<file path="src/rtl/uart_tx_fifo.sv">
// uart_tx_fifo: UART transmitter fed by a word FIFO with a valid/ready push port.
// One bit is sent per CLKS_PER_BIT clocks, LSB first, with configurable data and stop bits.
// Optional parity bit: define UART_TX_PARITY_EN to build the PARITY state (PARITY_ODD picks odd/even).
// Tx and busy are registered from the current FSM state, so the line lags the state by one clock.
module uart_tx_fifo #(
  parameter int unsigned CLKS_PER_BIT = 1085,
  parameter int unsigned DATA_BITS    = 8,
  parameter int unsigned STOP_BITS    = 1,
  parameter int unsigned PARITY_ODD   = 0,
  parameter int unsigned FIFO_AW      = 3
) (
  input  logic                 CLOCK_125_p,
  input  logic                 KEY0,
  input  logic [DATA_BITS-1:0] tx_data,
  input  logic                 tx_valid,
  output logic                 tx_ready,
  output logic                 Tx,
  output logic                 busy,
  output logic [FIFO_AW:0]     fifo_count
);

  localparam int unsigned DEPTH  = 1 << FIFO_AW;
  localparam int unsigned CNT_W  = FIFO_AW + 1;
  localparam int unsigned BAUD_W = 16;
  localparam int unsigned BIT_W  = $clog2(DATA_BITS) + 1;

  localparam logic [BAUD_W-1:0] BAUD_LAST  = BAUD_W'(CLKS_PER_BIT - 1);
  localparam logic [BIT_W-1:0]  DATA_LAST  = BIT_W'(DATA_BITS - 1);
  localparam logic [BIT_W-1:0]  STOP_LAST  = BIT_W'(STOP_BITS - 1);
  localparam logic [CNT_W-1:0]  FULL_COUNT = CNT_W'(DEPTH);

  localparam logic [2:0] ST_IDLE   = 3'd0;
  localparam logic [2:0] ST_START  = 3'd1;
  localparam logic [2:0] ST_DATA   = 3'd2;
  localparam logic [2:0] ST_STOP   = 3'd3;
`ifdef UART_TX_PARITY_EN
  localparam logic [2:0] ST_PARITY = 3'd4;
`endif

  // Elaboration-time guard against out-of-range parameters.
  if (CLKS_PER_BIT < 2 || CLKS_PER_BIT > 65535) begin : g_bad_cpb
    $error("uart_tx_fifo: CLKS_PER_BIT out of range");
  end
  if (DATA_BITS < 5 || DATA_BITS > 9) begin : g_bad_data
    $error("uart_tx_fifo: DATA_BITS out of range");
  end
  if (STOP_BITS < 1 || STOP_BITS > 2) begin : g_bad_stop
    $error("uart_tx_fifo: STOP_BITS must be 1 or 2");
  end
  if (PARITY_ODD > 1) begin : g_bad_par
    $error("uart_tx_fifo: PARITY_ODD must be 0 or 1");
  end
  if (FIFO_AW < 1 || FIFO_AW > 8) begin : g_bad_aw
    $error("uart_tx_fifo: FIFO_AW out of range");
  end

  // FIFO storage and bookkeeping
  logic [DATA_BITS-1:0] mem [DEPTH];
  logic [FIFO_AW-1:0]   wr_ptr_q, rd_ptr_q;
  logic [CNT_W-1:0]     count_q, count_n;
  logic                 tx_ready_q;
  logic                 push_c, pop_c;
  logic [DATA_BITS-1:0] rd_word_c;

  // Serializer state
  logic [2:0]           state_q, state_n;
  logic [BAUD_W-1:0]    baud_q, baud_n;
  logic [BIT_W-1:0]     bit_q, bit_n;
  logic [DATA_BITS-1:0] shift_q, shift_n;
  logic                 tx_q, tx_n;
  logic                 busy_q, busy_n;
  logic                 baud_end_c;
  logic                 fifo_has_word_c;
`ifdef UART_TX_PARITY_EN
  logic                 par_q, par_n;
`endif

  assign push_c          = tx_valid & tx_ready_q;
  assign rd_word_c       = mem[rd_ptr_q];
  assign fifo_has_word_c = (count_q != CNT_W'(0));
  assign baud_end_c      = (baud_q == BAUD_LAST);

  // FIFO occupancy after this edge's push/pop
  always_comb begin
    count_n = count_q;
    case ({push_c, pop_c})
      2'b10:   count_n = count_q + CNT_W'(1);
      2'b01:   count_n = count_q - CNT_W'(1);
      default: count_n = count_q;
    endcase
  end

  // FIFO storage write; contents need no reset, pointers define validity
  always_ff @(posedge CLOCK_125_p) begin
    if (push_c) begin
      mem[wr_ptr_q] <= tx_data;
    end
  end

  // FIFO pointers, count and registered ready
  always_ff @(posedge CLOCK_125_p) begin
    if (!KEY0) begin
      wr_ptr_q   <= '0;
      rd_ptr_q   <= '0;
      count_q    <= '0;
      tx_ready_q <= 1'b1;
    end else begin
      if (push_c) begin
        wr_ptr_q <= wr_ptr_q + FIFO_AW'(1);
      end
      if (pop_c) begin
        rd_ptr_q <= rd_ptr_q + FIFO_AW'(1);
      end
      count_q    <= count_n;
      tx_ready_q <= (count_n != FULL_COUNT);
    end
  end

  // FSM next state, counters, pop request and next line value
  always_comb begin
    state_n = state_q;
    baud_n  = baud_q;
    bit_n   = bit_q;
    shift_n = shift_q;
    pop_c   = 1'b0;
    tx_n    = 1'b1;
    busy_n  = (state_q != ST_IDLE);
`ifdef UART_TX_PARITY_EN
    par_n   = par_q;
`endif

    case (state_q)
      ST_IDLE: begin
        tx_n   = 1'b1;
        baud_n = '0;
        bit_n  = '0;
        if (fifo_has_word_c) begin
          pop_c   = 1'b1;
          state_n = ST_START;
        end
      end

      ST_START: begin
        tx_n = 1'b0;
        if (baud_end_c) begin
          baud_n  = '0;
          bit_n   = '0;
          state_n = ST_DATA;
        end else begin
          baud_n = baud_q + BAUD_W'(1);
        end
      end

      ST_DATA: begin
        tx_n = shift_q[0];
        if (baud_end_c) begin
          baud_n  = '0;
          shift_n = shift_q >> 1;
          if (bit_q == DATA_LAST) begin
            bit_n = '0;
`ifdef UART_TX_PARITY_EN
            state_n = ST_PARITY;
`else
            state_n = ST_STOP;
`endif
          end else begin
            bit_n = bit_q + BIT_W'(1);
          end
        end else begin
          baud_n = baud_q + BAUD_W'(1);
        end
      end

`ifdef UART_TX_PARITY_EN
      ST_PARITY: begin
        tx_n = par_q;
        if (baud_end_c) begin
          baud_n  = '0;
          bit_n   = '0;
          state_n = ST_STOP;
        end else begin
          baud_n = baud_q + BAUD_W'(1);
        end
      end
`endif

      ST_STOP: begin
        tx_n = 1'b1;
        if (baud_end_c) begin
          baud_n = '0;
          if (bit_q == STOP_LAST) begin
            bit_n = '0;
            // Chain straight into the next start bit when a word is waiting.
            if (fifo_has_word_c) begin
              pop_c   = 1'b1;
              state_n = ST_START;
            end else begin
              state_n = ST_IDLE;
            end
          end else begin
            bit_n = bit_q + BIT_W'(1);
          end
        end else begin
          baud_n = baud_q + BAUD_W'(1);
        end
      end

      default: begin
        state_n = ST_IDLE;
        baud_n  = '0;
        bit_n   = '0;
      end
    endcase

    // Load the popped word; parity comes from the stored word, not live input.
    if (pop_c) begin
      shift_n = rd_word_c;
`ifdef UART_TX_PARITY_EN
      par_n   = (^rd_word_c) ^ PARITY_ODD[0];
`endif
    end
  end

  // FSM state, counters and registered line outputs
  always_ff @(posedge CLOCK_125_p) begin
    if (!KEY0) begin
      state_q <= ST_IDLE;
      baud_q  <= '0;
      bit_q   <= '0;
      shift_q <= '0;
      tx_q    <= 1'b1;
      busy_q  <= 1'b0;
`ifdef UART_TX_PARITY_EN
      par_q   <= 1'b0;
`endif
    end else begin
      state_q <= state_n;
      baud_q  <= baud_n;
      bit_q   <= bit_n;
      shift_q <= shift_n;
      tx_q    <= tx_n;
      busy_q  <= busy_n;
`ifdef UART_TX_PARITY_EN
      par_q   <= par_n;
`endif
    end
  end

  assign Tx         = tx_q;
  assign busy       = busy_q;
  assign tx_ready   = tx_ready_q;
  assign fifo_count = count_q;

endmodule

</file>
<file path="config.mk">
export PLATFORM = sky130hd
export DESIGN_NAME = uart_tx_fifo
export DESIGN_NICKNAME = d
export VERILOG_FILES = /design/src/rtl/uart_tx_fifo.sv
export SDC_FILE = /design/constraint.sdc
export NUM_CORES = 1
export LEC_CHECK = 0
export CORE_MARGIN = 8
export CORE_UTILIZATION = 45
export CTS_CLUSTER_DIAMETER = 50
export DETAILED_ROUTE_END_ITERATION = 10
export GPL_ROUTABILITY_DRIVEN = 1
export PLACE_DENSITY = 0.61
export SYNTH_ARGS = -nofsm -noshare
export SYNTH_HDL_FRONTEND = slang
export SYNTH_SLANG_ARGS = --single-unit
</file>
<file path="constraint.sdc">
create_clock -name CLOCK_125_p -period 6.45 [get_ports CLOCK_125_p]
set_input_delay 1.29 -clock CLOCK_125_p [delete_from_list [all_inputs] [get_ports CLOCK_125_p]]
set_output_delay 1.29 -clock CLOCK_125_p [all_outputs]
set_load 0.005 [all_outputs]
</file>
==> flow_metrics.env, run 1 <==
export IMPL_status="completed"
export IMPL_slowest_delay_ns=0.52
export IMPL_slew_headroom_pct=33.9
export IMPL_cts_tree="yes"
export IMPL_grt_max_degree=24
export IMPL_die_w_um=120
export IMPL_place_hpwl_um=5630
export IMPL_cts_buffers=9
export IMPL_routed_via_count=2755
export IMPL_r2r_slack_ns=3.52
export IMPL_avgViaCountPerCell=5.22
export IMPL_antenna_cells=0
export IMPL_seqCellArea_um2=2840
export IMPL_cts_root_buf="clkbuf_8"
export IMPL_synth_edf_count=64
export IMPL_io_pins=18
export IMPL_min_period_ns=3.09
export IMPL_cp_arrival_ns=3.36
export IMPL_finalPower_w=0.00178
export IMPL_nFillCells=942
export IMPL_coreArea_um2=10700
export IMPL_drive_gt1_share_pct=14.9
export IMPL_ys_ff_latch=110
export IMPL_grt_pass1_wl_um=14500
export IMPL_drcViolationCount=0
export IMPL_synth_area_leaders="edfxtp_1, dfxtp_1, mux4_2, ha_1, nor2_1"
export IMPL_crit_family="adder cells"
export IMPL_fmax_ghz=0.324
export IMPL_hold_viol_final=0
export IMPL_ys_flop_type="edfxtp_1"
export IMPL_muxShareOfSynthArea_pct=9.03
export IMPL_synth_area_um2=4820
export IMPL_grt_overflow=0
export IMPL_fp_row_count=38
export IMPL_post_cts_buffers=0
export IMPL_reg2reg_depth=15
export IMPL_finalInstanceArea_um2=5290
export IMPL_wl_per_cell_um=16.5
export IMPL_dr_first_iter_drc_count=185
export IMPL_cts_max_path_buffers=2
export IMPL_die_h_um=120
export IMPL_cp_required_ns=6.72
export IMPL_criticalPathCategory="in2reg"
export IMPL_async_flop_share_pct=0
export IMPL_synth_nets=390
export IMPL_clkTransAtPathRegs_ns=0.11
export IMPL_crit_cells=10
export IMPL_grt_pass1_vias=2791
export IMPL_crit_start="tx_valid"
export IMPL_worstSetupStartpointType="input port"
export IMPL_track_usage_pct=13.0
export IMPL_synth_top_family_by_area="simple AND/OR/NAND/NOR gates"
export IMPL_synth_compound_area_share_pct=7.37
export IMPL_first_pass_iters=4
export IMPL_worst_slack_ns=3.36
export IMPL_finalSetupViolCount=0
export IMPL_path_max_fanout=8
export IMPL_worst_pin_slew_ns=0.989
export IMPL_post_place_ws_ns=2.97
export IMPL_skew_ns=0.0152
export IMPL_cp_num_buf_inv=1
export IMPL_netlist_top_cells_count="edfxtp_1, dfxtp_1, nor2_1, nand2_1, ha_1"
export IMPL_fin_tns_setup_ns=0
export IMPL_rr_endpoint="tx_ready"
export IMPL_drv_slew=0
export IMPL_yosysTopAreaCellShare_pct=39.8
export IMPL_dieArea_um2=14300
export IMPL_clock_sinks=110
export IMPL_synth_cell_type_count=50
export IMPL_leakagePower_nw=1.77
export IMPL_yosysTopAreaCell="edfxtp_1"
export IMPL_synth_fa_ha_area_share_pct=3.63
export IMPL_critPathCaptureType="register"
export IMPL_ant_nets=0
export IMPL_power_density_nw_per_um2=336
export IMPL_cts_hold_buf=0
export IMPL_syn_inst=365
export IMPL_endpoint="tx_ready"
export IMPL_ir_drop_v=0.000157
export IMPL_insertion_delay_ns=0.38
export IMPL_placed_area_um2=5090
export IMPL_antenna_found_initial=0
export IMPL_r2r_start="baud_q[0]"
export IMPL_totalWireLength_um=8700
export IMPL_synthToLayoutAreaGrowth_pct=9.75
export IMPL_multiInputGateArea_um2=1810
export IMPL_rsz0062_at_grt="no"
export IMPL_crit_chain="clkdlybuf4s50_1, nand2_1, ha_1, xor2_1, ha_1, a21oi_1, xor2_1, nor2_1, xnor2_1, nand3_1"
export IMPL_initial_core_util_pct=45.3
export IMPL_h_tree_depth=3
export IMPL_hp_class="reg2reg"
export IMPL_post_route_period_util_pct=47.9
export IMPL_synth_warning_count=0
export IMPL_nets=408
export IMPL_avgSynthCellArea_um2=13.2
export IMPL_max_cap_violations=0
export IMPL_ctsResizeCount=0
export IMPL_synth_xor_xnor_area_share_pct=3.45
export IMPL_yosys_area_share_simple_pct=13.8
export IMPL_gp_congestion=0.776
export IMPL_port_buffers=17
export IMPL_synth_most_common_cell="edfxtp_1"
export IMPL_yosysSeqAreaShare_pct=58.9
export IMPL_critical_path_slowest_cell="clkdlybuf4s50_1"
## sequential cells by signal (all words and copies together), names as in the netlist, named ones only
name	count
Tx	1
baud_q	16
bit_q	4
busy	1
fifo_count	4
mem	64
rd_ptr_q	3
shift_q	8
state_q	2
tx_ready	1
wr_ptr_q	3
## routing by layer
layer / track usage, % / wire length (um) / share of wire, % / up-vias
met5: 0 / 0 / 0 / -
met2: 21.7 / 4210 / 48 / 38
met3: 3.80 / 314 / 3.6 / 9
met1: 16.0 / 4060 / 47 / 1330
li1: - / - / - / 1378
met4: 4.29 / 109 / 1.3 / 0
## cell usage in the layout (no fill, tap or decap), types with 8 or more instances in the layout
cell type        instances
a21oi_1                 11
dfxtp_1                 46
clkdlybuf4s50_1         17
nand2_1                 35
edfxtp_1                64
inv_1                   12
xor2_1                  13
mux4_2                  12
nor3_1                   9
a211oi_2                 8
ha_1                    14
nand3_1                 11
nor2_1                  39
clkbuf_8                 9
## worst min-delay path by stage
stage                    start         end  slack (ns)  cells past startpoint
global route        shift_q[7]  shift_q[7]        0.51                      2
global placement     baud_q[0]   baud_q[0]        0.46                      1
CTS                 shift_q[7]  shift_q[7]        0.48                      2
finish              shift_q[7]  shift_q[7]        0.48                      2
detailed placement  shift_q[7]  shift_q[7]        0.46                      2
floorplan            baud_q[0]   baud_q[0]        0.44                      1
## worst min-delay path: cells and delay by family, from the launching register on
family	cells	cell delay, ns
compound gates	1	0.06
flops	1	0.33
simple gates	1	0.06
## cell type report
cell class | count | area share, %
repair buffers | 23 | 4.07
clock inverters | 7 | 1.56
well taps | 140 | 3.31
flip-flops and latches | 110 | 53.7
multi-input cells | 227 | 34.2
clock buffers | 9 | 2.34
inverters | 12 | 0.851
## metrics by stage
stage | hold WS [ns] | utilization (%) | cells
after global placement | 0.461 | 47.8 | 512
after global routing | 0.514 | 49.7 | 528
after CTS | 0.480 | 49.7 | 528
final | 0.482 | 49.7 | 528
after floorplan | 0.441 | - | 365
after detailed placement | 0.461 | 47.8 | 512
## power by group
| group | total, W | leakage (nW) | switching (W) | internal, W |
|---|---|---|---|---|
| Combinational | 0.000472 | 0.712 | 0.000243 | 0.000229 |
| Sequential | 0.000865 | 0.956 | 0.0000573 | 0.000808 |
| Clock | 0.000442 | 0.106 | 0.000254 | 0.000188 |
## cells by family (layout without fill, tap and decap cells)
family	Yosys count	count (layout)
AOI/OAI and AO/OA	41	41
DFF	110	110
buffers and inverters	28	51
muxes	22	22
adders and majority gates	14	14
and+or+nand+nor	131	131
xor gates and xnor gates	19	19
Note: power is estimated with default switching activity, not from simulation.
==> run 2: changes to the inputs <==
==> constraint.sdc (replaced) <==
create_clock -name CLOCK_125_p -period 3 [get_ports CLOCK_125_p]
set_input_delay 0.6 -clock CLOCK_125_p [delete_from_list [all_inputs] [get_ports CLOCK_125_p]]
set_output_delay 0.6 -clock CLOCK_125_p [all_outputs]
set_load 0.005 [all_outputs]
==> flow_metrics.env, run 2 (same netlist as run 1, synthesis figures left out) <==
export IMPL_gp_congestion=0.799
export IMPL_dieArea_um2=14300
export IMPL_criticalPathCategory="reg2reg"
export IMPL_grt_pass1_vias=2778
export IMPL_cp_arrival_ns=2.87
export IMPL_layout_common_cells="edfxtp_1, dfxtp_1, nor2_1, nand2_1, clkdlybuf4s50_1"
export IMPL_totalWireLength_um=8590
export IMPL_port_buffers=17
export IMPL_worstSetupStartpointType="register"
export IMPL_h_tree_depth=3
export IMPL_fin_util_pct=50.3
export IMPL_leakagePower_nw=1.82
export IMPL_seqCellArea_um2=2840
export IMPL_antenna_found_initial=0
export IMPL_path_max_fanout=6
export IMPL_hp_class="reg2reg"
export IMPL_rr_endpoint="tx_ready"
export IMPL_largest_reg_flops=64
export IMPL_min_period_ns=2.61
export IMPL_fmax_ghz=0.383
export IMPL_layout_commonest_cell="edfxtp_1"
export IMPL_hp_start="shift_q[7]"
export IMPL_cts_max_path_buffers=2
export IMPL_cts_buffers=9
export IMPL_slew_headroom_pct=52.7
export IMPL_coreArea_um2=10700
export IMPL_grt_overflow=0
export IMPL_grt_max_degree=23
export IMPL_finalSetupViolCount=0
export IMPL_r2r_start="baud_q[0]"
export IMPL_rsz0062_at_grt="no"
export IMPL_initial_core_util_pct=45.3
export IMPL_worst_slack_ns=0.386
export IMPL_nets=417
export IMPL_status="completed"
export IMPL_post_place_ws_ns=0.306
export IMPL_cts_tree="yes"
export IMPL_drive_gt1_share_pct=16.6
export IMPL_min_to="shift_q[7]"
export IMPL_antenna_cells=0
export IMPL_fp_row_count=38
export IMPL_cp_required_ns=3.26
export IMPL_synthToLayoutAreaGrowth_pct=11.1
export IMPL_cts_root_buf="clkbuf_8"
export IMPL_die_w_um=120
export IMPL_ir_drop_v=0.000387
export IMPL_worst_pin_slew_ns=0.702
export IMPL_wl_per_cell_um=16.0
export IMPL_ctsResizeCount=0
export IMPL_drcViolationCount=0
export IMPL_whs_path_depth=2
export IMPL_reg_top3="mem: 64 flops, baud_q: 16 flops, shift_q: 8 flops"
export IMPL_fin_tns_setup_ns=0
export IMPL_finalPower_w=0.00382
export IMPL_hold_viol_final=0
export IMPL_first_pass_iters=4
export IMPL_post_cts_buffers=0
export IMPL_cts_hold_buf=0
export IMPL_avgViaCountPerCell=5.24
export IMPL_max_cap_violations=0
export IMPL_dr_first_iter_drc_count=183
export IMPL_grt_pass1_wl_um=14100
export IMPL_r2r_slack_ns=0.39
export IMPL_clkTransAtPathRegs_ns=0.11
export IMPL_drv_slew=0
export IMPL_insertion_delay_ns=0.37
export IMPL_critPathCaptureType="register"
export IMPL_track_usage_pct=12.4
export IMPL_fin_cells=537
export IMPL_dp_cells=521
export IMPL_nFillCells=960
export IMPL_routed_via_count=2815
export IMPL_skew_ns=0.0225
export IMPL_largest_register="mem"
export IMPL_multiInputGateArea_um2=1800
export IMPL_place_hpwl_um=5760
export IMPL_clock_sinks=110
export IMPL_die_h_um=120
export IMPL_power_density_nw_per_um2=713
export IMPL_io_pins=18
export IMPL_post_route_period_util_pct=87.1
export IMPL_ant_nets=0
export IMPL_reg2reg_depth=14
==> run 2: final cells by class <==
type                       instances  area share [%]
sequential                       110            53.1
tap                              140            3.27
clock inverter                     7            1.54
multi-input combinational        227            33.7
inverter                          12           0.841
timing repair buffer              32            5.28
clock buffer                       9            2.31
==> run 2: stage by stage <==
step / hold WS, ns / instance area, um^2
after floorplan: 0.441 / 4820
after global placement: 0.455 / 5150
after detailed placement: 0.462 / 5150
after CTS: 0.473 / 5360
after global routing: 0.496 / 5360
final: 0.470 / 5360
==> run 2: metal layers <==
| layer | routed length, um | vias up | track usage [%] |
|---|---|---|---|
| met5 | 0 | - | 0 |
| met4 | 62 | 0 | 4.22 |
| met3 | 309 | 6 | 2.96 |
| met2 | 4280 | 43 | 21.2 |
| met1 | 3940 | 1376 | 15.0 |
| li1 | - | 1390 | - |
==> run 2: power by group <==
part	internal [W]	total [W]	switching (W)
clock network	0.000405	0.000936	0.000531
logic	0.000506	0.00102	0.000509
registers	0.00174	0.00187	0.000133
==> run 2: how the worst max path moves through the flow <==
stage	start	to	slack, ns	cells past startpoint
2_1_floorplan	baud_q[0]	tx_ready	0.36	15
3_3_place_gp	tx_valid	tx_ready	0.38	10
3_5_place_dp	tx_valid	tx_ready	0.31	10
4_1_cts	baud_q[0]	tx_ready	0.36	14
5_1_grt	baud_q[0]	tx_ready	0.17	14
6_report	baud_q[0]	tx_ready	0.39	14
==> run 2: worst max-delay path, cell delays in order, from the launching register on <==
cell,delay (ns)
dfxtp_1,0.41
inv_1,0.06
ha_1,0.21
nor3b_1,0.14
and4_1,0.22
a22oi_2,0.14
inv_1,0.09
ha_1,0.26
xor2_1,0.17
ha_1,0.19
a21oi_1,0.14
xor2_1,0.16
nor2_1,0.06
xnor2_1,0.18
nand3_1,0.09
==> run 3: changes to the inputs <==
--- a/config.mk
+++ b/config.mk
@@ -11,6 +11,7 @@
 export DETAILED_ROUTE_END_ITERATION = 10
 export GPL_ROUTABILITY_DRIVEN = 1
 export PLACE_DENSITY = 0.61
+export REMOVE_ABC_BUFFERS = 1
 export SYNTH_ARGS = -nofsm -noshare
 export SYNTH_HDL_FRONTEND = slang
 export SYNTH_SLANG_ARGS = --single-unit
==> flow_metrics.env, run 3 (same netlist as run 1, synthesis figures left out) <==
export IMPL_drcViolationCount=0
export IMPL_hold_viol_final=0
export IMPL_drv_slew=0
export IMPL_finalSetupViolCount=0
export IMPL_ant_nets=0
export IMPL_cts_hold_buf=0
export IMPL_port_buffers=17
export IMPL_antenna_found_initial=0
export IMPL_cp_required_ns=3.26
export IMPL_slew_headroom_pct=54.6
export IMPL_antenna_cells=0
export IMPL_crit_start="baud_q[0]"
export IMPL_layout_commonest_cell="edfxtp_1"
export IMPL_dp_cells=520
export IMPL_criticalPathCategory="reg2reg"
export IMPL_worstSetupStartpointType="register"
export IMPL_die_h_um=120
export IMPL_status="completed"
export IMPL_routed_via_count=2825
export IMPL_critPathCaptureType="register"
export IMPL_r2r_slack_ns=0.37
export IMPL_reg2reg_depth=14
export IMPL_dieArea_um2=14300
export IMPL_ir_drop_v=0.000398
export IMPL_nets=416
export IMPL_die_w_um=120
export IMPL_track_usage_pct=12.5
export IMPL_endpoint="tx_ready"
export IMPL_insertion_delay_ns=0.37
export IMPL_rsz0062_at_grt="no"
export IMPL_fin_hold_ws_ns=0.492
export IMPL_first_pass_iters=6
export IMPL_skew_ns=0.00962
export IMPL_cts_max_path_buffers=2
export IMPL_initial_core_util_pct=45.3
export IMPL_clkTransAtPathRegs_ns=0.10
export IMPL_cts_root_buf="clkbuf_8"
export IMPL_totalWireLength_um=8520
export IMPL_reg_top3="mem: 64 flops, baud_q: 16 flops, shift_q: 8 flops"
export IMPL_fmax_ghz=0.381
export IMPL_grt_pass1_wl_um=14200
export IMPL_coreArea_um2=10700
export IMPL_worst_pin_slew_ns=0.680
export IMPL_fp_row_count=38
export IMPL_wl_per_cell_um=15.9
export IMPL_grt_pass1_vias=2874
export IMPL_largest_reg_flops=64
export IMPL_grt_overflow=0
export IMPL_io_pins=18
export IMPL_rr_endpoint="tx_ready"
export IMPL_cp_arrival_ns=2.89
export IMPL_hp_class="reg2reg"
export IMPL_fin_cells=536
export IMPL_largest_register="mem"
export IMPL_layout_common_cells="edfxtp_1, dfxtp_1, nor2_1, nand2_1, clkdlybuf4s50_1"
export IMPL_path_max_fanout=6
export IMPL_avgViaCountPerCell=5.27
export IMPL_ctsResizeCount=0
export IMPL_leakagePower_nw=1.80
export IMPL_grt_max_degree=23
export IMPL_power_density_nw_per_um2=700
export IMPL_post_place_ws_ns=0.310
export IMPL_place_hpwl_um=5700
export IMPL_drive_gt1_share_pct=16.2
export IMPL_h_tree_depth=3
export IMPL_max_cap_violations=0
export IMPL_dr_first_iter_drc_count=224
export IMPL_gp_congestion=0.742
export IMPL_post_cts_buffers=0
export IMPL_cts_tree="yes"
export IMPL_cts_buffers=9
export IMPL_min_period_ns=2.63
export IMPL_post_route_period_util_pct=87.6
export IMPL_r2r_start="baud_q[0]"
export IMPL_synthToLayoutAreaGrowth_pct=10.4
export IMPL_worst_slack_ns=0.372
export IMPL_clock_sinks=110
==> run 3: area by class of cell <==
type	count	area, um^2
tap	140	175
inverter	12	45.0
clock buffer	11	131
multi-input combinational	227	1800
sequential	110	2840
clock inverter	5	48.8
fill	993	5330
timing repair buffer	31	275
==> run 3: where the power goes <==
part	leakage [nW]	internal (W)	switching, W	total, W
Clock	0.0928	0.000324	0.000517	0.000841
Combinational	0.751	0.000501	0.000520	0.00102
Sequential	0.956	0.00174	0.000126	0.00186
==> run 3: worst min path at each step <==
stage	end	depth (start not counted)	start	slack (ns)
3_3_place_gp	baud_q[0]	1	baud_q[0]	0.46
4_1_cts	shift_q[7]	2	shift_q[7]	0.49
6_report	shift_q[7]	2	shift_q[7]	0.49
5_1_grt	shift_q[1]	2	shift_q[1]	0.51
3_5_place_dp	shift_q[1]	2	shift_q[1]	0.48
2_1_floorplan	baud_q[0]	1	baud_q[0]	0.44
==> run 3: through the flow <==
step           total power (W)  utilization, %  setup TNS [ns]  cell area [um^2]
6_report               0.00372            50.0               0              5320
2_1_floorplan          0.00261               -          -0.226              4690
3_5_place_dp           0.00293            48.3               0              5140
4_1_cts                0.00378            50.0               0              5320
3_3_place_gp           0.00291            48.3               0              5140
5_1_grt                0.00394            50.0               0              5320
==> run 3: layer usage <==
layer	vias to the layer above	GRT usage [%]	wire length, um
met2	20	20.8	4130
li1	1395	-	-
met1	1401	15.5	4050
met4	0	4.22	95
met3	9	3.48	235
met5	-	0	0
==> run 3: critical path, stage by stage, from the launching register on <==
cell,delay (ns)
dfxtp_1,0.41
inv_1,0.06
ha_1,0.20
nor3b_1,0.15
and4_1,0.22
a22oi_2,0.15
inv_1,0.09
ha_1,0.26
xor2_1,0.17
ha_1,0.19
a21oi_1,0.14
xor2_1,0.16
nor2_1,0.06
xnor2_1,0.18
nand3_1,0.08
